--- src/rtl/hyper_clk_div_pkg.sv ---
// hyper_clk_div_pkg
//   Shared types and helpers for the HyperBus clock divider.
//   - state_e   : divider FSM state
//   - MIN_DIV   : smallest ratio the divider will run at
//   - clamp_div : maps requested ratios 0 and 1 onto MIN_DIV
package hyper_clk_div_pkg;

    typedef enum logic [1:0] {
        StIdle     = 2'd0,
        StRun      = 2'd1,
        StStopPend = 2'd2
    } state_e;

    localparam int unsigned MIN_DIV = 2;

    // Ratios below MIN_DIV cannot produce both a high and a low phase.
    function automatic logic [31:0] clamp_div(input logic [31:0] div);
        return (div < 32'(MIN_DIV)) ? 32'(MIN_DIV) : div;
    endfunction

endpackage

--- src/rtl/hyper_clk_div_cfg.sv ---
// hyper_clk_div_cfg
//   Single-entry pending register for the divide ratio, filled over a
//   valid/ready handshake and drained by an apply strobe from the core.
//   Ports:
//     clk, rst       : source clock, asynchronous active-high reset
//     cfg_valid      : requested ratio is valid
//     cfg_div        : requested ratio (clamped on capture)
//     cfg_ready      : pending slot is free; low during reset and until the
//                      first clock edge afterwards
//     apply          : core consumes the pending ratio this cycle
//     pending_valid  : a ratio is waiting to be applied
//     pending_div    : the waiting ratio
module hyper_clk_div_cfg
    import hyper_clk_div_pkg::*;
#(
    parameter int unsigned DIV_WIDTH = 8
) (
    input  logic                 clk,
    input  logic                 rst,
    input  logic                 cfg_valid,
    input  logic [DIV_WIDTH-1:0] cfg_div,
    output logic                 cfg_ready,
    input  logic                 apply,
    output logic                 pending_valid,
    output logic [DIV_WIDTH-1:0] pending_div
);

    logic                 ready_q;
    logic                 pend_valid_q, pend_valid_d;
    logic [DIV_WIDTH-1:0] pend_div_q, pend_div_d;
    logic                 xfer;

    assign xfer = cfg_valid && ready_q;

    // Capture and apply never coincide: ready_q implies the slot is empty,
    // and apply is only raised while the slot is full.
    always_comb begin
        pend_valid_d = pend_valid_q;
        pend_div_d   = pend_div_q;
        if (apply) begin
            pend_valid_d = 1'b0;
        end
        if (xfer) begin
            pend_valid_d = 1'b1;
            pend_div_d   = DIV_WIDTH'(clamp_div(32'(cfg_div)));
        end
    end

    always_ff @(posedge clk or posedge rst) begin
        if (rst) begin
            ready_q      <= 1'b0;
            pend_valid_q <= 1'b0;
            pend_div_q   <= DIV_WIDTH'(MIN_DIV);
        end else begin
            ready_q      <= !pend_valid_d;
            pend_valid_q <= pend_valid_d;
            pend_div_q   <= pend_div_d;
        end
    end

    assign cfg_ready     = ready_q;
    assign pending_valid = pend_valid_q;
    assign pending_div   = pend_div_q;

endmodule

--- src/rtl/hyper_clk_div.sv ---
// hyper_clk_div
//   Programmable integer clock divider feeding the HyperBus 4-phase clock
//   generator. Ratio changes and start/stop only take effect on output
//   period boundaries so the downstream generator never sees a runt pulse.
//   Optional build macro: HYPER_CLK_DIV_TEST_BYPASS_EN adds test_mode_i,
//   which muxes clk_i straight onto clk_o for DFT/scan.
//   Ports:
//     clk_i        : source clock
//     rst_i        : asynchronous reset, active-high
//     clk_en_i     : run request for the divided clock
//     cfg_div_i    : requested divide ratio N
//     cfg_valid_i  : cfg_div_i valid
//     cfg_ready_o  : divider can accept a new ratio
//     clk_o        : divided clock (registered unless bypassed)
//     active_o     : divider is running or finishing its last period
//     div_o        : currently applied ratio
//     test_mode_i  : (bypass build only) clk_o = clk_i when high
//   DEFAULT_DIV must be >= 2.
module hyper_clk_div
    import hyper_clk_div_pkg::*;
#(
    parameter int unsigned DIV_WIDTH   = 8,
    parameter int unsigned DEFAULT_DIV = 4
) (
    input  logic                 clk_i,
    input  logic                 rst_i,
    input  logic                 clk_en_i,
    input  logic [DIV_WIDTH-1:0] cfg_div_i,
    input  logic                 cfg_valid_i,
`ifdef HYPER_CLK_DIV_TEST_BYPASS_EN
    input  logic                 test_mode_i,
`endif
    output logic                 cfg_ready_o,
    output logic                 clk_o,
    output logic                 active_o,
    output logic [DIV_WIDTH-1:0] div_o
);

    localparam logic [DIV_WIDTH-1:0] ONE = DIV_WIDTH'(1);

    state_e               state_q, state_d;
    logic [DIV_WIDTH-1:0] cnt_q, cnt_d;
    logic [DIV_WIDTH-1:0] div_q, div_d;
    logic                 clk_q, clk_d;
    logic [DIV_WIDTH-1:0] half;
    logic                 running;
    logic                 wrap;
    logic                 apply;
    logic                 pending_valid;
    logic [DIV_WIDTH-1:0] pending_div;

    hyper_clk_div_cfg #(
        .DIV_WIDTH (DIV_WIDTH)
    ) u_cfg (
        .clk           (clk_i),
        .rst           (rst_i),
        .cfg_valid     (cfg_valid_i),
        .cfg_div       (cfg_div_i),
        .cfg_ready     (cfg_ready_o),
        .apply         (apply),
        .pending_valid (pending_valid),
        .pending_div   (pending_div)
    );

    assign running = (state_q != StIdle);
    assign half    = div_q >> 1;
    assign wrap    = running && (cnt_q == div_q - ONE);
    // Idle has no period in flight, so a pending ratio can go in at once.
    assign apply   = pending_valid && (!running || wrap);

    // State register
    always_ff @(posedge clk_i or posedge rst_i) begin
        if (rst_i) begin
            state_q <= StIdle;
            cnt_q   <= '0;
            div_q   <= DIV_WIDTH'(DEFAULT_DIV);
            clk_q   <= 1'b0;
        end else begin
            state_q <= state_d;
            cnt_q   <= cnt_d;
            div_q   <= div_d;
            clk_q   <= clk_d;
        end
    end

    // Next-state logic
    always_comb begin
        state_d = state_q;
        unique case (state_q)
            StIdle: begin
                if (clk_en_i) state_d = StRun;
            end
            StRun: begin
                if (!clk_en_i) state_d = wrap ? StIdle : StStopPend;
            end
            StStopPend: begin
                // A re-enable at the wrap keeps running without a gap.
                if (clk_en_i) begin
                    state_d = StRun;
                end else if (wrap) begin
                    state_d = StIdle;
                end
            end
            default: state_d = StIdle;
        endcase

        cnt_d = (!running || wrap) ? '0 : cnt_q + ONE;
        div_d = apply ? pending_div : div_q;
    end

    // Output logic; clk_d is registered so clk_o lags the counter by one cycle.
    always_comb begin
        clk_d    = running && (cnt_q < half);
        active_o = running;
        div_o    = div_q;
    end

`ifdef HYPER_CLK_DIV_TEST_BYPASS_EN
    assign clk_o = test_mode_i ? clk_i : clk_q;
`else
    assign clk_o = clk_q;
`endif

endmodule

--- config.mk ---
export PLATFORM = sky130hd
export DESIGN_NAME = hyper_clk_div
export DESIGN_NICKNAME = d
export VERILOG_FILES = /design/src/rtl/hyper_clk_div_pkg.sv /design/src/rtl/hyper_clk_div_cfg.sv /design/src/rtl/hyper_clk_div.sv
export SDC_FILE = /design/constraint.sdc
export NUM_CORES = 1
export LEC_CHECK = 0
export CORE_MARGIN = 2
export CORE_UTILIZATION = 54
export DETAILED_ROUTE_END_ITERATION = 7
export PLACE_DENSITY = 0.79
export SYNTH_ARGS = -nofsm -noshare
export SYNTH_HDL_FRONTEND = slang
export SYNTH_SLANG_ARGS = --single-unit
export TNS_END_PERCENT = 1
--- constraint.sdc ---
create_clock -name clk_i -period 2.7 [get_ports clk_i]
set_clock_uncertainty 0.2 [all_clocks]
set_input_delay 0.27 -clock clk_i [delete_from_list [all_inputs] [get_ports clk_i]]
set_output_delay 0.27 -clock clk_i [all_outputs]
set_load 0.05 [all_outputs]
After elaboration in Yosys (flattened, before gate mapping)
Cells that the tools add are included.

Add/subtract/negate cells: 2. Order comparisons: 2. Equality and inequality tests: 6. Mux-type cells: 10. Reduce and logical (&&, ||, !) cells: 10.

Operator list (count): $mux W8 (2); $mux W2 (5); $add A8 B1 Y8 const B (1); $eq A8 B8 Y1 (1); $lt A8 B2 Y1 const B (1); $lt A8 B7 Y1 (1); $sub A8 B1 Y8 const B (1); $pmux W2 S3 (1); $logic_and A1 B1 Y1 (4); $ne A2 B2 Y1 const B (2); $ne A3 B3 Y1 const B (1); $reduce_and A3 Y1 (1); $eq A2 B1 Y1 const B (1); $eq A2 B2 Y1 const B (1); $logic_not A1 Y1 (2); $logic_not A2 Y1 (1); $mux W1 (2); $reduce_bool A2 Y1 (1); $logic_or A1 B1 Y1 (1).

Flip-flop bits (word level): 29. Output and inout bits: 11. Word-level logic and storage cells: 37.

Logic depth before layout (Yosys ltp)
Word-level depth: 8. Gate-level depth with buffers: 9.

By module
From an unflattened synthesis, not the netlist that was laid out.

Cells, all modules: 140. Area, all modules: 1605.3 um2.

Modules (own cells, without submodules): hyper_clk_div (instances 1, cells each 112, area each 1204.9 um2); hyper_clk_div_cfg (instances 1, cells each 28, area each 400.4 um2).

Worst setup path before layout
OpenSTA, ideal clock, no wires.

Kind: register -> register. From: register div_q[0], in the netlist div_o[0]. To: register div_q[0], in the netlist div_o[0]. Arrival: 2.367 ns. Required time: 2.375 ns. Setup slack: 0.008 ns. Cell stages (with the launch flop): 9. Buffers on the path: 0. Clock period less this slack: 2.692 ns. Cell sequence: dfrtp_1 -> inv_1 -> ha_1 -> o21ba_1 -> a221oi_1 -> o221ai_2 -> a211oi_4 -> o21ai_4 -> mux2_4.

Longest elaborated chain between the ends: 5.

Ends and longest elaborated chain: from (decl) (RTL line hyper_clk_div.sv:43) `logic [DIV_WIDTH-1:0] div_q, div_d;`; from (signal assigned) (RTL line hyper_clk_div.sv:76) `div_q <= DIV_WIDTH'(DEFAULT_DIV);`; from (signal assigned) (RTL line hyper_clk_div.sv:81) `div_q <= div_d;`; $sub A8 B1 Y8 (RTL line hyper_clk_div.sv:67) `assign wrap = running && (cnt_q == div_q - ONE);`; $eq A8 B8 Y1 (RTL line hyper_clk_div.sv:67); $logic_and A1 B1 Y1 (RTL line hyper_clk_div.sv:67); $logic_or A1 B1 Y1 (RTL line hyper_clk_div.sv:69) `assign apply = pending_valid && (!running || wrap);`; $logic_and A1 B1 Y1 (RTL line hyper_clk_div.sv:69).

No other way between the ends. A chain may end at the register's enable or synchronous reset.

Worst setup path after layout
From: register div_q[0], in the netlist div_o[0]. To: register div_q[4], in the netlist div_o[4].

Same word-level chain as after synthesis.

==> results_dict.tcl <==
set metrics [dict create \
    areaGrowthSynthToFinish_pct 17.0 \
    detail_route.first_pass.iterations 4 \
    core_region_area_sq_mm 0.00300 \
    synthArstFlopShare_pct 100 \
    vdd_ir_drop_max_mv 0.569 \
    power_frac_seq_pct 37.1 \
    min_path_type "in -> async" \
    synthCells 158 \
    first_global_vias 1298 \
    avg_cell_area_syn_sq_um 10.7 \
    synth_edf_count 0 \
    critical_path.reg2reg.endpoint "div_o[4]" \
    drive_above_1_share_pct 16.8 \
    core_rows 20 \
    timing.critical_path.max_delay_family "compound AO/OA/AOI/OAI gates" \
    postSynthNetCount 178 \
    gp_routability_congestion 0.894 \
    worstSkewPairLatency_ns 0.33 \
    syn_area_sq_mm 0.00168 \
    post_cts.repair.setup_buffers 0 \
    dp.final_hpwl_microns 2620 \
    use_met2_pct 37.1 \
    cp-end-kind "flip-flop" \
    p_comb_share_pct 51.8 \
    cts_max_level 2 \
    antenna_violations_before_repair 0 \
    pin_count 23 \
    power.leakage_nw 0.900 \
    numClockSinks 29 \
    crit_end "div_o[4]" \
    power.switching_w 0.00101 \
    hold_viol_final 0 \
    vias_per_cell 5.74 \
    synth_top_area_share_pct 40.1 \
    hold_slack_ns 0.0993 \
    buffer_ports.inserted 22 \
    rsz0062_at_grt "no" \
    synth_cell_types 45 \
    worstSetupStartpointType "flip-flop" \
    dr_total_vias 1246 \
    worst-slew-pin-transition_ns 0.508 \
    worst-path-stages 8 \
    period_needed_ns 2.57 \
    initial_core_util_pct 56.1 \
    post_cts.resized_instances 0 \
    crit_arrival_ns 2.58 \
    period_share_pct 95.0 \
    routed_wire_length_per_instance_microns 15.6 \
    path_class "reg -> reg" \
    yosys.area.top_type "dfrtp_1" \
    final_antenna_net_count 0 \
    worst_path_maximum_fanout 6 \
    fillCellCount 238 \
    final_slew_violations 0 \
    cts.root.buffer_cell "clkbuf_4" \
    grt.overflow.total 0 \
    crit_chain "inv_1, ha_1, o21ba_1, a221oi_1, o221ai_2, a211oi_4, o21ai_4, mux2_4" \
    muxShareOfSynthArea_pct 8.47 \
    timing.critical_path.slowest_stage_cell "dfrtp_1" \
    global_route_wire_length_before_repair_microns 5800 \
    setup_violations 0 \
    r2r_start "div_o[0]" \
    grt.total_usage_pct 22.7 \
    synth_compound_area_share_pct 12.3 \
    worstSetupStartpoint "div_o[0]" \
    antennaDiodeCount 0 \
    use_met3_pct 5.19 \
    cell_internal_power_w 0.00121 \
    synthAdderAreaFrac_pct 5.94 \
    grt_use_met1_pct 26.8 \
    synth.area.top_cells "dfrtp_1 (40%), ha_1 (5.9%), xor2_1 (4.7%)" \
    power.share.switching_pct 45.7 \
    postCtsHoldBufs 0 \
    final_nets 203 \
    max-clock-path-buffers 2 \
    numCtsBuffers 5 \
    finalSetupTns_ns 0 \
    ys_seq_area_share_pct 43.2 \
    timing.reg2reg.setup_slack_ns 0.13 \
    power_frac_clock_pct 11.1 \
    cts.reportedPaths.clkPinSlew_ns 0.09 \
    crit_path_max_incr_delay_ns 0.45 \
    critical_path_buf_inv_count 1 \
    synth-xor-area-share_pct 8.84 \
    worst_endpoint_required_time_ns 2.71 \
    ys_ff_latch 29 \
    max_freq_mhz 390 \
    primary_ff_master_synth "dfrtp_1" \
    power.density_cell_area_mw_per_mm2 1130 \
    floorplan.die.height_microns 59.8 \
    largest_family_of_logic_cells_by_synthesized_area "simple AND/OR/NAND/NOR gates" \
    cts_tree "done" \
    max_cap_viol_count 0 \
    pin_count_of_the_biggest_net_entering_global_routing 30 \
    routed_wl_microns 3390 \
    floorplan.die.width_microns 59.8 \
    top_usage_layer "met2" \
    detail_route.drc_violations 0 \
    worst_slew_margin_rel_pct 66.0 \
    dieArea_sq_mm 0.00358 \
    run_status "finished clean" \
    yosysWarnings 0 \
    initialDrtViolationCount 71 \
    post_synth_and_or_nand_nor_area_fraction_pct 16.1 \
    reg2reg_depth 8 \
]
## layer usage
layer / share of wire (%) / up-vias
li1: - / 602
met1: 44 / 597
met2: 48 / 33
met3: 4.1 / 14
met4: 3.6 / 0
met5: 0 / -
## power groups by stage
| stage | clock network, W | registers [W] | logic (W) |
|---|---|---|---|
| detailed placement | 0 | 0.000825 | 0.00115 |
| global placement | 0 | 0.000813 | 0.00111 |
| global route | 0.000268 | 0.000853 | 0.00125 |
| finish | 0.000247 | 0.000824 | 0.00115 |
| CTS | 0.000256 | 0.000818 | 0.00116 |
| floorplan | 0 | 0.000968 | 0.000710 |
## layout make-up
type	count	area (sq um)	area share, %
Timing Repair Buffer	24	235	11.9
Sequential cell	29	728	37.0
Inverter	12	45.0	2.29
Tap cell	33	41.3	2.10
Clock buffer	6	41.3	2.10
Clock inverter	2	10.0	0.508
Multi-Input combinational cell	111	870	44.1
## cell families after synthesis
group / after synthesis
AO/OA/AOI/OAI: 25
adder cells (fa/ha/maj): 8
XOR/XNOR: 17
flip-flops: 29
multiplexers: 11
AND/OR/NAND/NOR: 50
buffers and inverters: 18
## placed cells by master, fill, tap and decap left out, drive strengths merged, types with 2 or more instances in the layout
master and n:
a21o 3, a21oi 2, a31o 2, a31oi 2, and3 3, buf 2
clkbuf 6, clkdlybuf4s50 22, clkinv 2, dfrtp 27, dfstp 2, ha 8
inv 12, mux2 11, nand2 9, nand3 9, nor2 14, nor3 3
nor4 3, o21a 2, o21ai 6, o31ai 2, xnor2 8, xor2 9
## cell usage after synthesis (3+ instances only)
master / n
dfrtp_1: 27
nor2_1: 14
inv_1: 12
nand2_1: 9
nand3_1: 9
xor2_1: 9
ha_1: 8
xnor2_1: 8
mux2_2: 6
mux2_4: 5
o21ai_0: 4
a21o_1: 3
## flip-flops by register name, indices dropped and copies added, names as in the netlist
| signal | cells |
|---|---|
| u_cfg.pending_valid | 1 |
| clk_o | 1 |
| state_q | 2 |
| div_o | 8 |
| cnt_q | 8 |
| u_cfg.pending_div | 8 |
| u_cfg.cfg_ready | 1 |
## worst min path at each step
stage                               from                   end  slack [ns]  cells after the start
CTS                                rst_i  u_cfg.pending_div[2]         0.1                      3
finish                             rst_i              div_o[0]         0.1                      3
global route                       rst_i              div_o[6]        0.14                      3
global placement    u_cfg.pending_div[1]  u_cfg.pending_div[1]        0.28                      2
floorplan                       clk_en_i            state_q[1]        0.14                      1
detailed placement  u_cfg.pending_div[2]              div_o[2]        0.29                      1
## metrics by stage
step	setup slack, ns	util (%)	cells	cell area [sq um]	power [W]
2_1_floorplan	0.00754	-	158	1680	0.00168
3_3_place_gp	0.275	63.9	209	1920	0.00192
3_5_place_dp	0.148	63.9	209	1920	0.00198
4_1_cts	0.130	65.6	217	1970	0.00223
5_1_grt	0.0130	65.6	217	1970	0.00237
6_report	0.135	65.6	217	1970	0.00222
## worst reg2reg max path, stage by stage, from the launching register on
cell	delay [ns]
dfrtp_1	0.45
inv_1	0.07
ha_1	0.25
o21ba_1	0.19
a221oi_1	0.36
o221ai_2	0.21
a211oi_4	0.26
o21ai_4	0.14
mux2_4	0.32
Power figures use the tool's default switching activity.
